$ cat config.mk
export PLATFORM = sky130hd
export DESIGN_NAME = traffic_phase_scheduler
export DESIGN_NICKNAME = d
export VERILOG_FILES = /design/src/rtl/traffic_pkg.sv /design/src/rtl/phase_timer.sv /design/src/rtl/traffic_phase_scheduler.sv
export SDC_FILE = /design/constraint.sdc
export NUM_CORES = 1
export LEC_CHECK = 0
export ABC_AREA = 1
export BUFFER_PORTS_ARGS = -buffer_cell sky130_fd_sc_hd__buf_2
export CAP_MARGIN = 20
export CORE_AREA = 4 4 83 85
export CTS_CLUSTER_DIAMETER = 50
export DETAILED_ROUTE_END_ITERATION = 12
export DIE_AREA = 0 0 87 89
export GPL_TIMING_DRIVEN = 0
export PLACE_DENSITY_LB_ADDON = 0.12
export SETUP_SLACK_MARGIN = 0.05
export SLEW_MARGIN = 10
export SYNTH_ARGS = -nofsm -noshare
export SYNTH_HDL_FRONTEND = slang
export SYNTH_SLANG_ARGS = --single-unit
$ cat constraint.sdc
create_clock -name clk -period 4.2 [get_ports clk]
set_clock_uncertainty 0.15 [all_clocks]
set_input_delay 0.63 -clock clk [delete_from_list [all_inputs] [get_ports clk]]
set_output_delay 0.63 -clock clk [all_outputs]
set_load 0.02 [all_outputs]
$ cat src/rtl/traffic_pkg.sv
// Shared definitions for the traffic phase scheduler.
// Contents: phase encoding, cfg_addr codes for the duration registers,
// default durations in ticks and the default pedestrian green remainder.
package traffic_pkg;

  // Fixed cycle order: S0 (G1,R2) -> S1 (Y1,R2) -> S2 (R1,G2) -> S3 (R1,Y2)
  typedef enum logic [1:0] {
    S0 = 2'd0,
    S1 = 2'd1,
    S2 = 2'd2,
    S3 = 2'd3
  } phase_t;

  // cfg_addr codes
  localparam logic [1:0] ADDR_G1 = 2'd0;
  localparam logic [1:0] ADDR_Y1 = 2'd1;
  localparam logic [1:0] ADDR_G2 = 2'd2;
  localparam logic [1:0] ADDR_Y2 = 2'd3;

  // Reset durations in ticks
  localparam int DEF_G1        = 15;
  localparam int DEF_Y1        = 5;
  localparam int DEF_G2        = 15;
  localparam int DEF_Y2        = 5;
  localparam int DEF_MIN_GREEN = 3;

endpackage

$ cat src/rtl/phase_timer.sv
// Loadable, tick-enabled down counter holding the remaining ticks of the
// current phase.
// Ports:
//   clk, rs          clock, synchronous active-high reset (count <= RST_VAL)
//   tick             one-cycle pulse; decrements count while count > 1
//   load, load_val   reload at phase entry (highest priority after reset)
//   cut, cut_val     pedestrian shortening: force count to cut_val
//   count            current remaining ticks
//   expire           tick seen with count == 1: the phase ends this cycle
module phase_timer #(
  parameter int               CNT_W   = 8,
  parameter logic [CNT_W-1:0] RST_VAL = '1
) (
  input  logic             clk,
  input  logic             rs,
  input  logic             tick,
  input  logic             load,
  input  logic [CNT_W-1:0] load_val,
  input  logic             cut,
  input  logic [CNT_W-1:0] cut_val,
  output logic [CNT_W-1:0] count,
  output logic             expire
);

  assign expire = tick && (count == CNT_W'(1));

  always_ff @(posedge clk) begin
    if (rs)
      count <= RST_VAL;
    else if (load)
      count <= load_val;
    else if (cut)
      count <= cut_val;
    else if (tick && (count > CNT_W'(1)))
      count <= count - CNT_W'(1);
  end

endmodule

$ cat src/rtl/traffic_phase_scheduler.sv
// Two-direction traffic light phase scheduler.
// Cycles S0 (G1,R2) -> S1 (Y1,R2) -> S2 (R1,G2) -> S3 (R1,Y2), each phase
// lasting its programmed duration in ticks. Durations are written to shadow
// registers and only take effect when the corresponding phase is entered.
// Pedestrian requests shorten the running green to MIN_GREEN.
// Ports:
//   clk, rs                   clock, synchronous active-high reset
//   tick                      one-cycle pulse per second
//   cfg_we/cfg_addr/cfg_data  duration write (0=G1, 1=Y1, 2=G2, 3=Y2)
//   ped1_req, ped2_req        pedestrian requests for direction 1 / 2
//   X1,V1,D1 / X2,V2,D2       green/yellow/red lamps of direction 1 / 2
//   cnt1, cnt2                seconds until the lamp of direction 1 / 2 changes
//   phase                     current phase code
module traffic_phase_scheduler
  import traffic_pkg::*;
#(
  parameter int CNT_W     = 8,
  parameter int G1_DEF    = DEF_G1,
  parameter int Y1_DEF    = DEF_Y1,
  parameter int G2_DEF    = DEF_G2,
  parameter int Y2_DEF    = DEF_Y2,
  parameter int MIN_GREEN = DEF_MIN_GREEN
) (
  input  logic             clk,
  input  logic             rs,
  input  logic             tick,
  input  logic             cfg_we,
  input  logic [1:0]       cfg_addr,
  input  logic [CNT_W-1:0] cfg_data,
  input  logic             ped1_req,
  input  logic             ped2_req,
  output logic             X1,
  output logic             V1,
  output logic             D1,
  output logic             X2,
  output logic             V2,
  output logic             D2,
  output logic [CNT_W-1:0] cnt1,
  output logic [CNT_W-1:0] cnt2,
  output logic [1:0]       phase
);

  localparam logic [CNT_W-1:0] G1_RST = CNT_W'(G1_DEF);
  localparam logic [CNT_W-1:0] Y1_RST = CNT_W'(Y1_DEF);
  localparam logic [CNT_W-1:0] G2_RST = CNT_W'(G2_DEF);
  localparam logic [CNT_W-1:0] Y2_RST = CNT_W'(Y2_DEF);
  localparam logic [CNT_W-1:0] MIN_G  = CNT_W'(MIN_GREEN);
  localparam logic [CNT_W-1:0] G1_LD  = (G1_DEF == 0) ? CNT_W'(1) : G1_RST;
  localparam logic [CNT_W-1:0] Y1_LD  = (Y1_DEF == 0) ? CNT_W'(1) : Y1_RST;
  localparam logic [CNT_W-1:0] Y2_LD  = (Y2_DEF == 0) ? CNT_W'(1) : Y2_RST;

  // A zero duration still lasts one tick.
  function automatic logic [CNT_W-1:0] clamp1(input logic [CNT_W-1:0] d);
    return (d == '0) ? CNT_W'(1) : d;
  endfunction

  phase_t           ph, ph_nxt, ph_d;
  logic [CNT_W-1:0] g1_sh, y1_sh, g2_sh, y2_sh;
  logic [CNT_W-1:0] y1_act, y2_act;
  logic [CNT_W-1:0] count, load_val;
  logic             adv, cut;
  logic             pend1, pend2;

  phase_timer #(
    .CNT_W   (CNT_W),
    .RST_VAL (G1_LD)
  ) u_timer (
    .clk      (clk),
    .rs       (rs),
    .tick     (tick),
    .load     (adv),
    .load_val (load_val),
    .cut      (cut),
    .cut_val  (MIN_G),
    .count    (count),
    .expire   (adv)
  );

  // Phase FSM: state register
  always_ff @(posedge clk) begin
    if (rs) ph <= S0;
    else    ph <= ph_d;
  end

  // Phase FSM: successor phase and its entry duration. Shadows are read
  // before any same-cycle cfg write lands, so a coincident write only
  // affects later entries.
  always_comb begin
    ph_nxt   = S0;
    load_val = clamp1(g1_sh);
    unique case (ph)
      S0: begin ph_nxt = S1; load_val = clamp1(y1_sh); end
      S1: begin ph_nxt = S2; load_val = clamp1(g2_sh); end
      S2: begin ph_nxt = S3; load_val = clamp1(y2_sh); end
      S3: begin ph_nxt = S0; load_val = clamp1(g1_sh); end
    endcase
    ph_d = adv ? ph_nxt : ph;
  end

  // A request is honoured in the cycle it arrives as well as while pending,
  // so the count drops to MIN_GREEN on the edge after the request.
  assign cut = !adv && (count > MIN_G) &&
               (((ph == S0) && (pend1 || ped1_req)) ||
                ((ph == S2) && (pend2 || ped2_req)));

  always_ff @(posedge clk) begin
    if (rs) begin
      g1_sh  <= G1_RST;
      y1_sh  <= Y1_RST;
      g2_sh  <= G2_RST;
      y2_sh  <= Y2_RST;
      y1_act <= Y1_LD;
      y2_act <= Y2_LD;
      pend1  <= 1'b0;
      pend2  <= 1'b0;
    end else begin
      if (cfg_we) begin
        unique case (cfg_addr)
          ADDR_G1: g1_sh <= cfg_data;
          ADDR_Y1: y1_sh <= cfg_data;
          ADDR_G2: g2_sh <= cfg_data;
          ADDR_Y2: y2_sh <= cfg_data;
        endcase
      end
      // Yellow actives only change on entry to their own phase.
      if (adv && (ph_nxt == S1)) y1_act <= clamp1(y1_sh);
      if (adv && (ph_nxt == S3)) y2_act <= clamp1(y2_sh);
      // Pending only lives during the matching green; leaving green drops it
      // together with any request arriving in that last cycle.
      pend1 <= (ph == S0) && !adv && (pend1 || ped1_req);
      pend2 <= (ph == S2) && !adv && (pend2 || ped2_req);
    end
  end

  // Display: the red side sees its wait through the other side's yellow.
  logic [CNT_W:0] sum1, sum2;
  assign sum1 = {1'b0, count} + {1'b0, y2_act};
  assign sum2 = {1'b0, count} + {1'b0, y1_act};

  always_comb begin
    cnt1 = count;
    cnt2 = count;
    if (ph == S2) cnt1 = sum1[CNT_W] ? '1 : sum1[CNT_W-1:0];
    if (ph == S0) cnt2 = sum2[CNT_W] ? '1 : sum2[CNT_W-1:0];
  end

  // Lamps decoded straight from the phase register.
  assign X1    = (ph == S0);
  assign V1    = (ph == S1);
  assign D1    = (ph == S2) || (ph == S3);
  assign X2    = (ph == S2);
  assign V2    = (ph == S3);
  assign D2    = (ph == S0) || (ph == S1);
  assign phase = ph;

endmodule

# Yosys cells after proc, flatten, opt, wreduce, memory -nomap -nowiden
# Index checks and enable logic that the tools add are counted.
dict set report op_classes {
  n_lt_le_gt_ge 2
  n_reduce_logical 29
  n_eq_ne 9
  n_addsub 3
  mux 13
}
# operator n
set ops {}
lappend ops {{$mux 8} 11}
lappend ops {{$logic_not 8->1} 4}
lappend ops {{$pmux 8 s4} 1}
lappend ops {{$add 8x8->9} 2}
lappend ops {{$logic_and 1x1->1} 12}
lappend ops {{$eq 2x2->1 const B} 5}
lappend ops {{$eq 8x1->1 const B} 1}
lappend ops {{$gt 8x1->1 const B} 1}
lappend ops {{$gt 8x2->1 const B} 1}
lappend ops {{$pmux 2 s4} 1}
lappend ops {{$reduce_and 2->1} 4}
lappend ops {{$sub 8x1->8 const B} 1}
lappend ops {{$eq 2x1->1 const B} 3}
lappend ops {{$logic_or 1x1->1} 5}
lappend ops {{$logic_not 2->1} 2}
lappend ops {{$reduce_bool 3->1} 1}
lappend ops {{$logic_not 1->1} 1}
dict set report totals {
  output_inout_bits 24
  wordCells 66
  input_bits 16
  register_bits 60
}

# Logic depth before layout (Yosys ltp)
dict set report logic_depth {
  word_depth 7
  depth_mapped 11
  depth_no_buf 10
}

# By module
# A second synthesis with hierarchy kept.
dict set report hier_totals {
  cells_unflattened 607
  hier_area_um2 3930.0
}
# mod area_per_inst_um2 seq_area_each_um2 instances cells_per_inst
set by_module_without_submodules {}
lappend by_module_without_submodules {traffic_phase_scheduler 3235.6 1041.0 1 488}
lappend by_module_without_submodules {phase_timer 694.4 160.2 1 119}

# Worst setup path after synthesis
# OpenSTA, ideal clock, no wires.
dict set report synth_timing {
  path_type {flip-flop to output port}
  startpoint {register u_timer.count[0]}
  endpoint {output port cnt2[0]}
  path_stages_with_launch 9
  t_required_ns 3.420
  path_buffers 0
  t_arrival_ns 1.811
  path_slack_ns 1.609
  cell_sequence {dfxtp_1 > ha_1 > fa_1 > nand4_1 > nand3_1 > a21oi_1 > inv_1 > o22ai_1 > inv_1}
}
dict set report synth_via {
  elab_chain_cells 3
}
# element line_no
set synth_lines {}
lappend synth_lines {{start: declaration} phase_timer.sv:21} ;# output logic [CNT_W-1:0] count,
lappend synth_lines {{start signal: assignment} phase_timer.sv:31} ;# count <= load_val;
lappend synth_lines {{start signal: assignment} phase_timer.sv:33} ;# count <= cut_val;
lappend synth_lines {{start signal: assignment} phase_timer.sv:35} ;# count <= count - CNT_W'(1);
lappend synth_lines {{$add 8x8->9} traffic_phase_scheduler.sv:138} ;# assign sum2 = {1'b0, count} + {1'b0, y1_act};
lappend synth_lines {{$mux 8} traffic_phase_scheduler.sv:144} ;# if (ph == S0) cnt2 = sum2[CNT_W] ? '1 : sum2[CNT_W-1:0];
lappend synth_lines {{$mux 8 (*)} traffic_phase_scheduler.sv:144}
lappend synth_lines {{end: declaration} traffic_phase_scheduler.sv:39} ;# output logic [CNT_W-1:0] cnt2,
# Mark *: on every way between the ends. The rest lies on a longest branch, timed or not.

# Worst setup path after layout
dict set report layout_timing {
  startpoint {register u_timer.count[0]}
  endpoint {output port cnt1[2]}
}
dict set report layout_via {
  elab_chain_cells 3
}
# element line_no
set layout_lines {}
lappend layout_lines {{$add 8x8->9} traffic_phase_scheduler.sv:137} ;# assign sum1 = {1'b0, count} + {1'b0, y2_act};
lappend layout_lines {{$mux 8 (2 in series)} traffic_phase_scheduler.sv:143} ;# if (ph == S2) cnt1 = sum1[CNT_W] ? '1 : sum1[CNT_W-1:0];
lappend layout_lines {{end: declaration} traffic_phase_scheduler.sv:38} ;# output logic [CNT_W-1:0] cnt1,
# Every way passes these cells.

==> metrics <==
outcome complete, no violations; Clk pin slew, worst setup/hold paths around 0.070 ns; Clk Latency, worst-skew pair around 0.34 ns; CP Depth 9; CTS max path bufs 2; sequential fraction of the synthesis area 33.3%; critical path's slowest cell fa_1; CP required 3.42 ns; fmax 0.297 GHz; Die X around 87 µm; Starting Density between 50% and 60%; Synth cell types 38; Area Overhead vs Synth 14.1%; worst path cell trace ha_1, fa_1, nand4_1, nand3_1, a21oi_1, inv_1, o22ai_1, inv_1, buf_2; critical path type register to output port; max-slew violations 0; DR vias about 3600; Mapped Area 3600 µm²; worst slew pin tran 0.747 ns; Pwr Density 363 nW/µm²; max_cap viols 0; WP data arrival roughly 2.6 ns; DRT Wirelength 9850 µm; dominant cell type by area after synthesis dfxtp_1; Simple-Gate Fraction of Synth Area 23.3%; Yosys warnings 0; Non-Filler Instances 635; Rel. slew slack approximately half; Hold Path Stages 2; largest net degree at the start of global routing 11; Post-DP HPWL approximately 7500 µm; Tcrit/Tclk final between 80% and 90%; WP buf/inv 3; mux share of post-synthesis cell area 0%; Setup WS post-layout between 0.8 and 0.9 ns; main flop type after synthesis dfxtp_1; initial antenna violation count 0; Final ANT Viol Nets 0; largest fanout on the critical path 8; cts bufs inserted 9; cells after synthesis 503; DIE AREA just under 8000 µm²; Syn Nets 545; CP Launch Type register; top cells by area, synth dfxtp_1 33%, nand2_1 9.4%, ha_1 8.3%, o21ai_0 6.5%, inv_1 6.1%; adder-cell share of the synthesized area 9.44%; overall power 1490 µW; Die Height 89 µm; total core area 6200 µm²; DR WL/cell roughly 16 µm; delay-heaviest family, CP adder cells; fin crit period 3.37 ns; CTS resizes 0; Post CTS Setup Buffer Count 0; DP Worst Slack 1.22 ns; final setup violation count 0; CP most frequent cell inv_1; # hold bufs at CTS 0; IO buf count 39; Yosys top cell area share ~33%; unrepaired setup endpoints after global routing no; largest family of logic cells by synthesized area simple AND/OR/NAND/NOR gates; worst min-delay path class register to register; CTS sink cnt 60; mean post-synth cell area just over 7 µm²; worst r2r path cells 9; Max VDD drop ~0.28 mV; Core Rows 29; routability cong. slightly above 0.9; leak pwr 0.00201 µW; final hold violation count 0; root buffer cell clkbuf_8; Compound-Gate Fraction of Synth Area approximately a fifth; Post-synth EDFFs 0; number of global-route vias before repair between 3000 and 4000; Final Util 66.3%; share of cells above drive strength 1 14.2%; Ports 40; ANT cells 0; drt drc 0; initial drt markers about 210; XOR/XNOR Fraction of Synth Area 3.16%; nets 595; setup_tns 0 ns; router iterations before antenna repair 6; Placed Cells slightly above 600; via/cell ratio 5.60; CP peak stage delay 0.42 ns; H-tree depth 3; GRT Resource Usage Total 27.0%; first-pass GRT wire length roughly 16000 µm; GR Overflow Total 0; Seq cells post-synth 60; CP Capture Type output port; asr flop ratio synth 0%; TritonCTS clock tree built
-- power by group --
part | switching, µW | internal, µW
logic | 183 | 107
registers | 33.8 | 595
clock network | 227 | 347
total | 444 | 1050
-- registers in the layout, summed over array words and instances, names as in the netlist --
name,count
y2_act,8
g1_sh,8
y2_sh,8
g2_sh,8
u_timer.count,8
phase,2
y1_sh,8
y1_act,8
pend2,1
pend1,1
-- metal layers --
metal | up-vias | wire, µm | global-route usage [%] | part of all wire [%]
met2 | 113 | 4630 | 46.0 | 47
met4 | 0 | 300 | 12.7 | 3.0
met3 | 27 | 521 | 4.33 | 5.3
met5 | - | 0 | 0 | 0
met1 | 1616 | 4400 | 33.3 | 45
li1 | 1797 | - | - | -
-- kinds of logic (layout without fill, tap and decap cells) --
group                      count (synthesis)  after routing
DFF                                       60             60
buffers and inverters                     79            134
AOI/OAI and AO/OA                        134            134
adders and majority gates                 26             26
xor gates and xnor gates                  13             13
and+or+nand+nor                          191            191
-- final cells by class --
| cell class | instances | area (µm²) |
|---|---|---|
| buffer | 16 | 103 |
| clock buffer | 11 | 141 |
| clock inverter | 5 | 75.1 |
| fill | 545 | 2090 |
| inverter | 63 | 239 |
| multi-input combinational | 364 | 2060 |
| sequential | 60 | 1200 |
| tap | 77 | 96.3 |
| timing repair buffer | 39 | 195 |
-- cell usage after synthesis, types with 2 or more instances --
library cell  number
o21ai_1            3
nor2_4             4
nor3_1             2
a21oi_1           40
buf_6              3
xnor2_1            5
a22oi_1            8
clkbuf_1           8
ha_1              24
dfxtp_1           60
o22ai_1            9
inv_1             59
o21ai_0           47
a21o_1             4
nand4_1            6
a21oi_2            2
buf_2              3
fa_1               2
o211ai_1           9
inv_2              3
nand2_1           90
o21ai_2            3
nor2_1            54
xor2_1             8
nor4_1             2
a31oi_1            7
nand3_1           27
-- worst reg2reg max path: stages, from the launching register on --
cell and delay (ns):
dfxtp_1 0.35, inv_1 0.14, ha_1 0.44, inv_2 0.17, nor2_1 0.17, o21ai_2 0.10, nand2_1 0.19, nor2_1 0.06
o21ai_0 0.15, nand3_1 0.09
-- worst paths after layout --
path,slack (ns),to,start
worst min-delay path,0.30,g1_sh[0],g1_sh[0]
worst max-delay path,0.83,cnt1[2],u_timer.count[0]
worst min register to register,0.30,g1_sh[0],g1_sh[0]
worst max register to register,2.04,u_timer.count[2],phase[0]
-- per-stage QoR --
stage | area (µm²) | hold slack, ns
floorplan | 3600 | 0.273
global placement | 3900 | 0.288
detailed placement | 3900 | 0.290
CTS | 4110 | 0.307
global route | 4110 | 0.337
finish | 4110 | 0.301
-- layout by cell type (no fill, tap or decap), types with 4 or more instances in the layout --
| cell | n |
|---|---|
| a21oi_1 | 40 |
| buf_2 | 42 |
| o21ai_0 | 47 |
| clkbuf_1 | 9 |
| inv_1 | 59 |
| nor2_4 | 4 |
| a22oi_1 | 8 |
| nand3_1 | 27 |
| xor2_1 | 8 |
| o211ai_1 | 9 |
| nand4_1 | 6 |
| nand2_1 | 90 |
| ha_1 | 24 |
| o22ai_1 | 9 |
| dfxtp_1 | 60 |
| a31oi_1 | 7 |
| clkbuf_8 | 10 |
| xnor2_1 | 5 |
| a21o_1 | 4 |
| nor2_1 | 54 |
No activity file was read; power rests on OpenSTA's default activity.
